[src/rtl/forward_source_pipe_pkg.sv]
// Shared types for the forwarding data path: select codes, FSM states,
// the per-stage slot record and a saturating counter helper.
package forward_source_pipe_pkg;

    localparam int SLOT_DATA_W = 32;
    localparam int SLOT_REG_AW = 5;

    localparam logic [1:0] FWD_REGFILE = 2'd0;
    localparam logic [1:0] FWD_EXE     = 2'd1;
    localparam logic [1:0] FWD_MEM     = 2'd2;
    localparam logic [1:0] FWD_WB      = 2'd3;

    typedef enum logic [1:0] {
        ST_RUN,
        ST_LOAD_BUBBLE,
        ST_MEM_WAIT
    } fsm_state_t;

    typedef struct packed {
        logic                   valid;
        logic [SLOT_REG_AW-1:0] dest;
        logic                   is_load;
        logic [SLOT_DATA_W-1:0] value;
    } slot_t;

    function automatic logic [31:0] sat_inc(
        input logic [31:0] cnt,
        input logic [1:0]  inc
    );
        logic [32:0] sum;
        sum = {1'b0, cnt} + {31'd0, inc};
        return sum[32] ? '1 : sum[31:0];
    endfunction

endpackage

[src/rtl/forward_source_pipe_if.sv]
// Bundle between the ID/EXE/MEM pipeline and the forwarding data path.
// master = pipeline side, slave = forward_source_pipe.
interface forward_source_pipe_if #(
    parameter int DATA_W = 32,
    parameter int REG_AW = 5
);
    logic [REG_AW-1:0] ID_Dest;
    logic              ID_WriteEn;
    logic              ID_IsLoad;
    logic [REG_AW-1:0] ID_Rs;
    logic [REG_AW-1:0] ID_Rt;
    logic              ID_UsesRt;
    logic [DATA_W-1:0] EXE_Result;
    logic [DATA_W-1:0] MEM_LoadData;
    logic              MEM_Ready;
    logic [1:0]        EXE_A_Select;
    logic [1:0]        EXE_B_Select;
    logic [1:0]        MEM_Data_Select;
    logic [DATA_W-1:0] Alt_RegA;
    logic [DATA_W-1:0] Alt_RegB;
    logic [DATA_W-1:0] Alt_MEM_Data;
    logic              Alt_A_Valid;
    logic              Alt_B_Valid;
    logic              Alt_MEM_Valid;
    logic              stall;
    logic              mem_hold;

    modport master (
        output ID_Dest, ID_WriteEn, ID_IsLoad,
        output ID_Rs, ID_Rt, ID_UsesRt,
        output EXE_Result, MEM_LoadData, MEM_Ready,
        output EXE_A_Select, EXE_B_Select, MEM_Data_Select,
        input  Alt_RegA, Alt_RegB, Alt_MEM_Data,
        input  Alt_A_Valid, Alt_B_Valid, Alt_MEM_Valid,
        input  stall, mem_hold
    );

    modport slave (
        input  ID_Dest, ID_WriteEn, ID_IsLoad,
        input  ID_Rs, ID_Rt, ID_UsesRt,
        input  EXE_Result, MEM_LoadData, MEM_Ready,
        input  EXE_A_Select, EXE_B_Select, MEM_Data_Select,
        output Alt_RegA, Alt_RegB, Alt_MEM_Data,
        output Alt_A_Valid, Alt_B_Valid, Alt_MEM_Valid,
        output stall, mem_hold
    );

endinterface

[src/rtl/forward_source_pipe_select.sv]
// fwd_select_mux: resolves one select code against the EXE/MEM/WB slots.
// An unusable source yields zero so the consumer keeps the regfile value.
module fwd_select_mux
    import forward_source_pipe_pkg::*;
#(
    parameter int DATA_W = SLOT_DATA_W
) (
    input  logic [1:0]        sel,
    input  slot_t             exe_slot,
    input  slot_t             mem_slot,
    input  slot_t             wb_slot,
    input  logic [DATA_W-1:0] exe_result,
    input  logic [DATA_W-1:0] mem_load_data,
    input  logic              mem_ready,
    output logic [DATA_W-1:0] alt,
    output logic              valid
);

    logic [DATA_W-1:0] data;
    logic              hit;
    logic              unused_exe_value;

    // EXE data always comes live from the ALU, never from the slot
    assign unused_exe_value = ^exe_slot.value;

    always_comb begin
        hit  = 1'b0;
        data = '0;
        unique case (sel)
            FWD_REGFILE: ;
            FWD_EXE: begin
                hit  = exe_slot.valid && !exe_slot.is_load
                    && exe_slot.dest != '0;
                data = exe_result;
            end
            FWD_MEM: begin
                hit  = mem_slot.valid && mem_slot.dest != '0
                    && (!mem_slot.is_load || mem_ready);
                data = mem_slot.is_load ? mem_load_data
                                        : mem_slot.value;
            end
            FWD_WB: begin
                hit  = wb_slot.valid && wb_slot.dest != '0;
                data = wb_slot.value;
            end
            default: ;
        endcase
        valid = hit;
        alt   = hit ? data : '0;
    end

endmodule

[src/rtl/forward_source_pipe.sv]
// Forwarding data path: EXE/MEM/WB tag slots, select resolution, load-use
// bubble and memory-wait hold. Optional counters under `FWD_STATS_EN.
module forward_source_pipe
    import forward_source_pipe_pkg::*;
#(
    parameter int DATA_W = SLOT_DATA_W,
    parameter int REG_AW = SLOT_REG_AW
) (
    input  logic                 CLK,
    input  logic                 RESET,
    forward_source_pipe_if.slave fwd
`ifdef FWD_STATS_EN
    ,
    output logic [31:0]          fwd_count,
    output logic [31:0]          loaduse_count,
    output logic [31:0]          memwait_count
`endif
);

    slot_t      exe_q, mem_q, wb_q;
    slot_t      exe_d, mem_d, wb_d;
    fsm_state_t state_q, state_d;
    logic       wait_c, hazard, load_use;

    always_comb begin
        wait_c = mem_q.valid && mem_q.is_load && !fwd.MEM_Ready;
        hazard = exe_q.valid && exe_q.is_load
            && (fwd.ID_Rs == exe_q.dest
                || (fwd.ID_UsesRt && fwd.ID_Rt == exe_q.dest));
        load_use = (state_q == ST_RUN) && hazard && !wait_c;
    end

    always_ff @(posedge CLK) begin
        if (!RESET) state_q <= ST_RUN;
        else        state_q <= state_d;
    end

    always_comb begin
        state_d = state_q;
        unique case (state_q)
            ST_RUN:
                if (wait_c)      state_d = ST_MEM_WAIT;
                else if (hazard) state_d = ST_LOAD_BUBBLE;
            ST_LOAD_BUBBLE:
                state_d = wait_c ? ST_MEM_WAIT : ST_RUN;
            ST_MEM_WAIT:
                state_d = wait_c ? ST_MEM_WAIT : ST_RUN;
            default:
                state_d = ST_RUN;
        endcase
    end

    always_comb begin
        fwd.mem_hold = wait_c;
        fwd.stall    = wait_c || load_use;
    end

    // A load's data is captured as it leaves MEM, whether or not it waited
    always_comb begin
        mem_d       = exe_q;
        mem_d.value = fwd.EXE_Result;
        wb_d        = mem_q;
        if (mem_q.is_load) wb_d.value = fwd.MEM_LoadData;
        exe_d = '0;
        if (!load_use) begin
            exe_d.valid   = fwd.ID_WriteEn
                && fwd.ID_Dest != REG_AW'(0);
            exe_d.dest    = fwd.ID_Dest;
            exe_d.is_load = fwd.ID_IsLoad;
        end
    end

    always_ff @(posedge CLK) begin
        if (!RESET) begin
            exe_q <= '0;
            mem_q <= '0;
            wb_q  <= '0;
        end else if (!wait_c) begin
            exe_q <= exe_d;
            mem_q <= mem_d;
            wb_q  <= wb_d;
        end
    end

    fwd_select_mux #(.DATA_W(DATA_W)) u_mux_a (
        .sel          (fwd.EXE_A_Select),
        .exe_slot     (exe_q),
        .mem_slot     (mem_q),
        .wb_slot      (wb_q),
        .exe_result   (fwd.EXE_Result),
        .mem_load_data(fwd.MEM_LoadData),
        .mem_ready    (fwd.MEM_Ready),
        .alt          (fwd.Alt_RegA),
        .valid        (fwd.Alt_A_Valid)
    );

    fwd_select_mux #(.DATA_W(DATA_W)) u_mux_b (
        .sel          (fwd.EXE_B_Select),
        .exe_slot     (exe_q),
        .mem_slot     (mem_q),
        .wb_slot      (wb_q),
        .exe_result   (fwd.EXE_Result),
        .mem_load_data(fwd.MEM_LoadData),
        .mem_ready    (fwd.MEM_Ready),
        .alt          (fwd.Alt_RegB),
        .valid        (fwd.Alt_B_Valid)
    );

    fwd_select_mux #(.DATA_W(DATA_W)) u_mux_m (
        .sel          (fwd.MEM_Data_Select),
        .exe_slot     (exe_q),
        .mem_slot     (mem_q),
        .wb_slot      (wb_q),
        .exe_result   (fwd.EXE_Result),
        .mem_load_data(fwd.MEM_LoadData),
        .mem_ready    (fwd.MEM_Ready),
        .alt          (fwd.Alt_MEM_Data),
        .valid        (fwd.Alt_MEM_Valid)
    );

`ifdef FWD_STATS_EN
    logic [1:0] n_fwd;

    always_comb begin
        n_fwd = {1'b0, fwd.Alt_A_Valid}
              + {1'b0, fwd.Alt_B_Valid}
              + {1'b0, fwd.Alt_MEM_Valid};
    end

    always_ff @(posedge CLK) begin
        if (!RESET) begin
            fwd_count     <= '0;
            loaduse_count <= '0;
            memwait_count <= '0;
        end else begin
            fwd_count     <= sat_inc(fwd_count, n_fwd);
            loaduse_count <= sat_inc(loaduse_count, {1'b0, load_use});
            memwait_count <= sat_inc(memwait_count, {1'b0, wait_c});
        end
    end
`endif

endmodule
[src/flat_wrapper.sv]
// flat-port wrapper written by rule: the top's interface ports become plain ports
module forward_source_pipe_flat import forward_source_pipe_pkg::*;
#(
    parameter int DATA_W = SLOT_DATA_W,
    parameter int REG_AW = SLOT_REG_AW
)
  (CLK, RESET, fwd_ID_Dest, fwd_ID_WriteEn, fwd_ID_IsLoad, fwd_ID_Rs, fwd_ID_Rt, fwd_ID_UsesRt, fwd_EXE_Result, fwd_MEM_LoadData, fwd_MEM_Ready, fwd_EXE_A_Select, fwd_EXE_B_Select, fwd_MEM_Data_Select, fwd_Alt_RegA, fwd_Alt_RegB, fwd_Alt_MEM_Data, fwd_Alt_A_Valid, fwd_Alt_B_Valid, fwd_Alt_MEM_Valid, fwd_stall, fwd_mem_hold);
  forward_source_pipe_if #(.DATA_W(DATA_W), .REG_AW(REG_AW)) fwd_i ();
  input  logic CLK;
  input  logic RESET;
  input wire logic [$bits(fwd_i.ID_Dest)-1:0] fwd_ID_Dest;
  input wire logic [$bits(fwd_i.ID_WriteEn)-1:0] fwd_ID_WriteEn;
  input wire logic [$bits(fwd_i.ID_IsLoad)-1:0] fwd_ID_IsLoad;
  input wire logic [$bits(fwd_i.ID_Rs)-1:0] fwd_ID_Rs;
  input wire logic [$bits(fwd_i.ID_Rt)-1:0] fwd_ID_Rt;
  input wire logic [$bits(fwd_i.ID_UsesRt)-1:0] fwd_ID_UsesRt;
  input wire logic [$bits(fwd_i.EXE_Result)-1:0] fwd_EXE_Result;
  input wire logic [$bits(fwd_i.MEM_LoadData)-1:0] fwd_MEM_LoadData;
  input wire logic [$bits(fwd_i.MEM_Ready)-1:0] fwd_MEM_Ready;
  input wire logic [$bits(fwd_i.EXE_A_Select)-1:0] fwd_EXE_A_Select;
  input wire logic [$bits(fwd_i.EXE_B_Select)-1:0] fwd_EXE_B_Select;
  input wire logic [$bits(fwd_i.MEM_Data_Select)-1:0] fwd_MEM_Data_Select;
  output wire logic [$bits(fwd_i.Alt_RegA)-1:0] fwd_Alt_RegA;
  output wire logic [$bits(fwd_i.Alt_RegB)-1:0] fwd_Alt_RegB;
  output wire logic [$bits(fwd_i.Alt_MEM_Data)-1:0] fwd_Alt_MEM_Data;
  output wire logic [$bits(fwd_i.Alt_A_Valid)-1:0] fwd_Alt_A_Valid;
  output wire logic [$bits(fwd_i.Alt_B_Valid)-1:0] fwd_Alt_B_Valid;
  output wire logic [$bits(fwd_i.Alt_MEM_Valid)-1:0] fwd_Alt_MEM_Valid;
  output wire logic [$bits(fwd_i.stall)-1:0] fwd_stall;
  output wire logic [$bits(fwd_i.mem_hold)-1:0] fwd_mem_hold;
  assign fwd_i.ID_Dest = fwd_ID_Dest;
  assign fwd_i.ID_WriteEn = fwd_ID_WriteEn;
  assign fwd_i.ID_IsLoad = fwd_ID_IsLoad;
  assign fwd_i.ID_Rs = fwd_ID_Rs;
  assign fwd_i.ID_Rt = fwd_ID_Rt;
  assign fwd_i.ID_UsesRt = fwd_ID_UsesRt;
  assign fwd_i.EXE_Result = fwd_EXE_Result;
  assign fwd_i.MEM_LoadData = fwd_MEM_LoadData;
  assign fwd_i.MEM_Ready = fwd_MEM_Ready;
  assign fwd_i.EXE_A_Select = fwd_EXE_A_Select;
  assign fwd_i.EXE_B_Select = fwd_EXE_B_Select;
  assign fwd_i.MEM_Data_Select = fwd_MEM_Data_Select;
  assign fwd_Alt_RegA = fwd_i.Alt_RegA;
  assign fwd_Alt_RegB = fwd_i.Alt_RegB;
  assign fwd_Alt_MEM_Data = fwd_i.Alt_MEM_Data;
  assign fwd_Alt_A_Valid = fwd_i.Alt_A_Valid;
  assign fwd_Alt_B_Valid = fwd_i.Alt_B_Valid;
  assign fwd_Alt_MEM_Valid = fwd_i.Alt_MEM_Valid;
  assign fwd_stall = fwd_i.stall;
  assign fwd_mem_hold = fwd_i.mem_hold;
  forward_source_pipe #(.DATA_W(DATA_W), .REG_AW(REG_AW)) u_core (.CLK(CLK), .RESET(RESET), .fwd(fwd_i));
endmodule
[config.mk]
export PLATFORM = sky130hd
export DESIGN_NAME = forward_source_pipe_flat
export DESIGN_NICKNAME = d
export VERILOG_FILES = /design/src/rtl/forward_source_pipe_pkg.sv /design/src/rtl/forward_source_pipe_if.sv /design/src/rtl/forward_source_pipe_select.sv /design/src/rtl/forward_source_pipe.sv /design/src/flat_wrapper.sv
export SDC_FILE = /design/constraint.sdc
export NUM_CORES = 1
export LEC_CHECK = 0
export CORE_MARGIN = 2
export CORE_UTILIZATION = 49
export DETAILED_ROUTE_END_ITERATION = 8
export GPL_TIMING_DRIVEN = 0
export PLACE_DENSITY_LB_ADDON = 0.25
export SLEW_MARGIN = 10
export SYNTH_ARGS = -nofsm -noshare
export SYNTH_HDL_FRONTEND = slang
export SYNTH_SLANG_ARGS = --single-unit
[constraint.sdc]
create_clock -name CLK -period 2.3 [get_ports CLK]
set_input_delay 0.46 -clock CLK [delete_from_list [all_inputs] [get_ports CLK]]
set_output_delay 0.46 -clock CLK [all_outputs]
set_load 0.05 [all_outputs]
### Word-level counts from Yosys, hierarchy flattened

Index checks and enable logic that the tools add are counted.
Widths: inputs -> output; s select.

* reductions and logical operators: 26
* multiplexer cells: 15
* eq/ne operators: 14

Operators by type and width (number)
* $pmux 32 s3: 3
* $mux 32: 4
* $reduce_bool 5->1: 4
* $eq 2x2->1 const B: 7
* $logic_and 1x1->1: 13
* $eq 5x5->1: 2
* $pmux 1 s3: 3
* $eq 2x1->1 const B: 4
* $mux 7: 1
* $mux 2: 3
* $logic_not 1->1: 4
* $pmux 2 s2: 1
* $logic_or 1x1->1: 3
* $ne 3x1->1 const B: 1
* $logic_not 2->1: 1
* $reduce_or 2->1: 1

* flip-flop bits (word level): 86
* logic and storage cells: 66
* input bits: 91

### Longest topological paths before layout

* word-level depth: 7
* depth in mapped cells: 7

### By module

A second synthesis with hierarchy kept.

* cells, all modules: 999
* area total of the unflattened synthesis: 8262.9 µm²

By module, submodules not included
* fwd_select_mux: cells an instance 199, area each 1515.2 µm², seq. area each 0.0 µm², instances 3
* forward_source_pipe: cells an instance 402, area each 3717.3 µm², seq. area each 1741.7 µm², instances 1

### Least setup slack after synthesis

Ideal clock, no wire load.

* kind: input port to output port
* start: input fwd_EXE_A_Select[0]
* end: output fwd_Alt_RegA[11]
* arrival: 2.177 ns
* stages: 4
* path buffers: 2
* data required time: 1.840 ns
* path slack: -0.337 ns
* cell sequence: buf_4 -> dlygate4sd3_1 -> a22oi_1 -> a21oi_1

* word-level cells in the longest chain between the ends: 3
* elaborated cells on any way between the ends: 6
* those cells by class: eq/ne (3); mux (3)

Ends and longest elaborated chain
* start, declared: RTL line flat_wrapper.sv:20 `input wire logic [$bits(fwd_i.EXE_A_Select)-1:0] fwd_EXE_A_Select;`
* $eq 2x2->1 or $eq 2x1->1 (tied branches): RTL line forward_source_pipe_select.sv:29 `unique case (sel)`
* $pmux 32 s3 or $pmux 1 s3 (tied branches): RTL line forward_source_pipe_select.sv:29
* $mux 32 *: RTL line forward_source_pipe_select.sv:49 `alt = hit ? data : '0;`
* end, declared: RTL line flat_wrapper.sv:23 `output wire logic [$bits(fwd_i.Alt_RegA)-1:0] fwd_Alt_RegA;`

Every way passes the cells marked *; elsewhere a longest branch is shown, timed or not.

### Worst setup path in the final report

* start: input fwd_EXE_B_Select[1]
* end: output fwd_Alt_RegB[21]

* word-level cells in the longest chain between the ends: 3
* elaborated cells on any way between the ends: 6
* those cells by class: eq/ne (3); mux (3)

Ends and longest elaborated chain
* start, declared: RTL line flat_wrapper.sv:21 `input wire logic [$bits(fwd_i.EXE_B_Select)-1:0] fwd_EXE_B_Select;`
* $eq 2x2->1 or $eq 2x1->1 (tied branches): RTL line forward_source_pipe_select.sv:29
* $pmux 32 s3 or $pmux 1 s3 (tied branches): RTL line forward_source_pipe_select.sv:29
* $mux 32 *: RTL line forward_source_pipe_select.sv:49
* end, declared: RTL line flat_wrapper.sv:24 `output wire logic [$bits(fwd_i.Alt_RegB)-1:0] fwd_Alt_RegB;`

Marks and branches as above.

==> flow_summary.ini <==
[timing]
fin_skew_ns = 0.00902
min_period_over_period_pct = 112
worst_slack_ns = -0.267
fin_tns_setup_ns = -22.16
finalHoldViolations = 0
max_slew.worst_pin.slew_ns = 0.672
achievable-frequency_mhz = 390
setup_viol = 99
grt_setup_unrepaired = yes
drv_slew = 0
period_needed_ns = 2.57
max-slew-margin-rel_pct = 55.2

[critical_path]
critical_path_s_most_frequent_cell = sky130_fd_sc_hd__buf_2
crit_path_end = fwd_Alt_RegB[21]
rrSetupSlack_ns = 0.08
register_to_register_path_depth = 7
criticalPathCategory = in -> out
launching_element_of_the_worst_setup_path = fwd_EXE_B_Select[1]
worst_ep_required_time_ns = 1.84
critical_path.cell_chain = buf_2, nor2b_1, buf_2, clkbuf_2, a22oi_1, a21oi_4, buf_6
slowest_stage = sky130_fd_sc_hd__clkbuf_2
crit_path_end_kind = output port
setup.worst_path.start_class = input port
max_stage_delay_ns = 0.34
regToRegEndpoint = u_core.mem_q[21]$_SDFFE_PN0N_
crit-reg2reg-launch = u_core.mem_q[32]$_SDFFE_PN0N_
worst-endpoint-arrival_ns = 2.11
cp_max_fo = 10

[synthesis]
ys_top_cells_by_area = sky130_fd_sc_hd__dfxtp_1 26%, sky130_fd_sc_hd__mux2_2 22%, sky130_fd_sc_hd__a22oi_1 11%
post_synth_num_cell_types = 43
top_area_cell_type_share_of_the_netlist_area_pct = 25.9
synth_sequential_area_ratio_pct = 25.9
synth.most_common_cell = sky130_fd_sc_hd__mux2_2
syn_avg_cell_area_um2 = 8.32
synth_nets = 893
synth_top_area_cell = sky130_fd_sc_hd__dfxtp_1
edff_count_synth = 0
ys_dominant_reg_cell = sky130_fd_sc_hd__dfxtp_1
yosys_warnings = 0
mappedNetlistArea_mm2 = 0.00666
async_reset_ff_share_pct = 0
synth.ff_latch_count = 86
post_synth_inst_count = 800
post_synth_most_frequent_cells = 128 x sky130_fd_sc_hd__mux2_2, 96 x sky130_fd_sc_hd__a22oi_1, 91 x sky130_fd_sc_hd__nand2_1

[pwr]
irDropWorstVdd_mv = 0.300
overall_power_uw = 4530
power_density_mw_per_mm2 = 418
leakagePower_uw = 0.00406

[floorplanning]
design.die.area_mm2 = 0.0145
floorplan.io_pins = 192
placeableCoreArea_mm2 = 0.0132
std_cell_rows = 42
floorplan.die.width_um = 121
floorplan.initialDensity_pct = 50.3
fp.dieH_um = 121

[finish]
final_layout_size_suffix_gt1_share_pct = 45.9
fill_cell_instance_count_of_the_final_layout = 762
layout-area-overhead-vs-synth_pct = 62.8
final_design_area_no_fill_mm2 = 0.0108
num_antenna_cells = 0
layout.nets = 1127
finish.utilization_pct = 81.8

[detailed_routing]
drtPass1Iterations = 5
totalWireLength_um = 28200
routed_vias_inst = 6.43
antenna_violating_nets_post_route = 0
drt_iter0_markers = 1056
dr_total_vias = 7809
drc_errors = 0
route.detailed.wl_per_inst_um = 23.2

[clock_network]
cts_sinks = 86
tritoncts = built
clock_insertion_delay_worst_skew_ns = 0.36
clk_path_buf_depth = 2
cts.clk_slew.worst_paths_ns = 0.07
tritoncts.num_buffers = 9
cts_htree_levels = 3
clockRootBuffer = sky130_fd_sc_hd__clkbuf_16

[worst_hold_path]
holdCritPathClass = reg -> reg

[placement]
placed_area_mm2 = 0.00909
dp_hpwl_um = 16700
gp_routability_congestion = 0.870
io_buffers = 184

[global_route]
globalRouteTotalUtil_pct = 33.6
vias_in_the_first_global_route = 7188
grt-ovfl-total = 0
grt_max_degree = 18
antenna_found_initial = 0
grt_pass1_wl_um = 38300

[status]
failed_checks = negative setup slack
outcome = finished with violations

[job]
cap_violations = 0
==> report_power, final <==
group / leakage, uW / switching [uW] / total [uW] / internal (uW)
logic: 0.00319 / 683 / 1270 / 592
registers: 0.000716 / 67.9 / 1630 / 1560
clock network: 0.000153 / 750 / 1620 / 870
total: 0.00406 / 1500 / 4530 / 3030
==> stage by stage <==
stage	std cells	hold slack, ns	setup slack, ns
after floorplan	800	0.438	-0.0383
after global placement	1160	0.447	-0.998
after detailed placement	1160	0.453	-1.00
after CTS	1195	0.463	-0.253
after global routing	1215	0.486	-0.317
final	1215	0.463	-0.267
==> what timing repair did <==
item / 4_1_cts / 5_1_grt
gates cloned: 4 / 7
setup endpoints to repair: 101 / 106
hold endpoints to repair: 0 / 0
gates resized for setup: 728 / 167
hold buffers: 0 / 0
pin swaps: 10 / 39
buffers inserted: 16 / 14
==> worst min-delay path by stage <==
| stage | end | slack [ns] | startpoint | depth (start not counted) |
|---|---|---|---|---|
| after global routing | u_core.mem_q[5]$_SDFFE_PN0N_ | 0.49 | u_core.mem_q[5]$_SDFFE_PN0N_ | 2 |
| final | u_core.mem_q[20]$_SDFFE_PN0N_ | 0.46 | u_core.mem_q[20]$_SDFFE_PN0N_ | 2 |
| after CTS | u_core.mem_q[18]$_SDFFE_PN0N_ | 0.46 | u_core.mem_q[18]$_SDFFE_PN0N_ | 2 |
| after global placement | u_core.mem_q[13]$_SDFFE_PN0N_ | 0.45 | u_core.mem_q[13]$_SDFFE_PN0N_ | 2 |
| after floorplan | u_core.mem_q[0]$_SDFFE_PN0N_ | 0.44 | u_core.mem_q[0]$_SDFFE_PN0N_ | 2 |
| after detailed placement | u_core.mem_q[18]$_SDFFE_PN0N_ | 0.45 | u_core.mem_q[18]$_SDFFE_PN0N_ | 2 |
==> worst max-delay path, delay by kind of cell <==
family | cells | cell delay, ns
buffers and inverters | 4 | 1.01
and+or+nand+nor | 1 | 0.22
AOI/OAI and AO/OA | 2 | 0.41
==> logic make-up after synthesis <==
kind of cell,Yosys count,share of synthesized area (%)
buffers and inverters,92,7.82
multiplexers,128,21.7
AND/OR/NAND/NOR,223,15.6
flip-flops,86,25.9
AO/OA/AOI/OAI,259,27.3
XOR/XNOR,10,1.32
adder cells (fa/ha/maj),2,0.376
==> flip-flops by register name, summed over array words and instances (netlist names) <==
register and cells:
u_core.wb_q 38, u_core.exe_q 7, u_core.state_q 2, u_core.mem_q 39
==> layout make-up <==
type	instances	area, um2	share of cell area, %
Buffer	85	721	6.65
Clock buffer	9	225	2.08
Clock inverter	7	85.1	0.785
Inverter	6	25.0	0.231
Multi-Input combinational cell	622	5270	48.6
Sequential cell	86	1750	16.1
Tap cell	176	220	2.03
Timing Repair Buffer	224	2540	23.4
==> cell usage in the layout, fill, tap and decap left out, types with 32 or more instances in the layout <==
master,instances
sky130_fd_sc_hd__a21boi_0,43
sky130_fd_sc_hd__a21oi_2,43
sky130_fd_sc_hd__a21oi_4,54
sky130_fd_sc_hd__a22oi_1,94
sky130_fd_sc_hd__buf_6,103
sky130_fd_sc_hd__clkdlybuf4s50_1,82
sky130_fd_sc_hd__dfxtp_1,75
sky130_fd_sc_hd__mux2_2,128
sky130_fd_sc_hd__nand2_1,89
sky130_fd_sc_hd__nor2_1,65
sky130_fd_sc_hd__nor3b_1,32
==> per-layer routing <==
layer	part of all wire [%]	track usage [%]
met5	0	0
met2	47	55.0
met4	4.3	14.0
met3	10	5.42
met1	39	43.8
(Power assumes the default switching activity.)
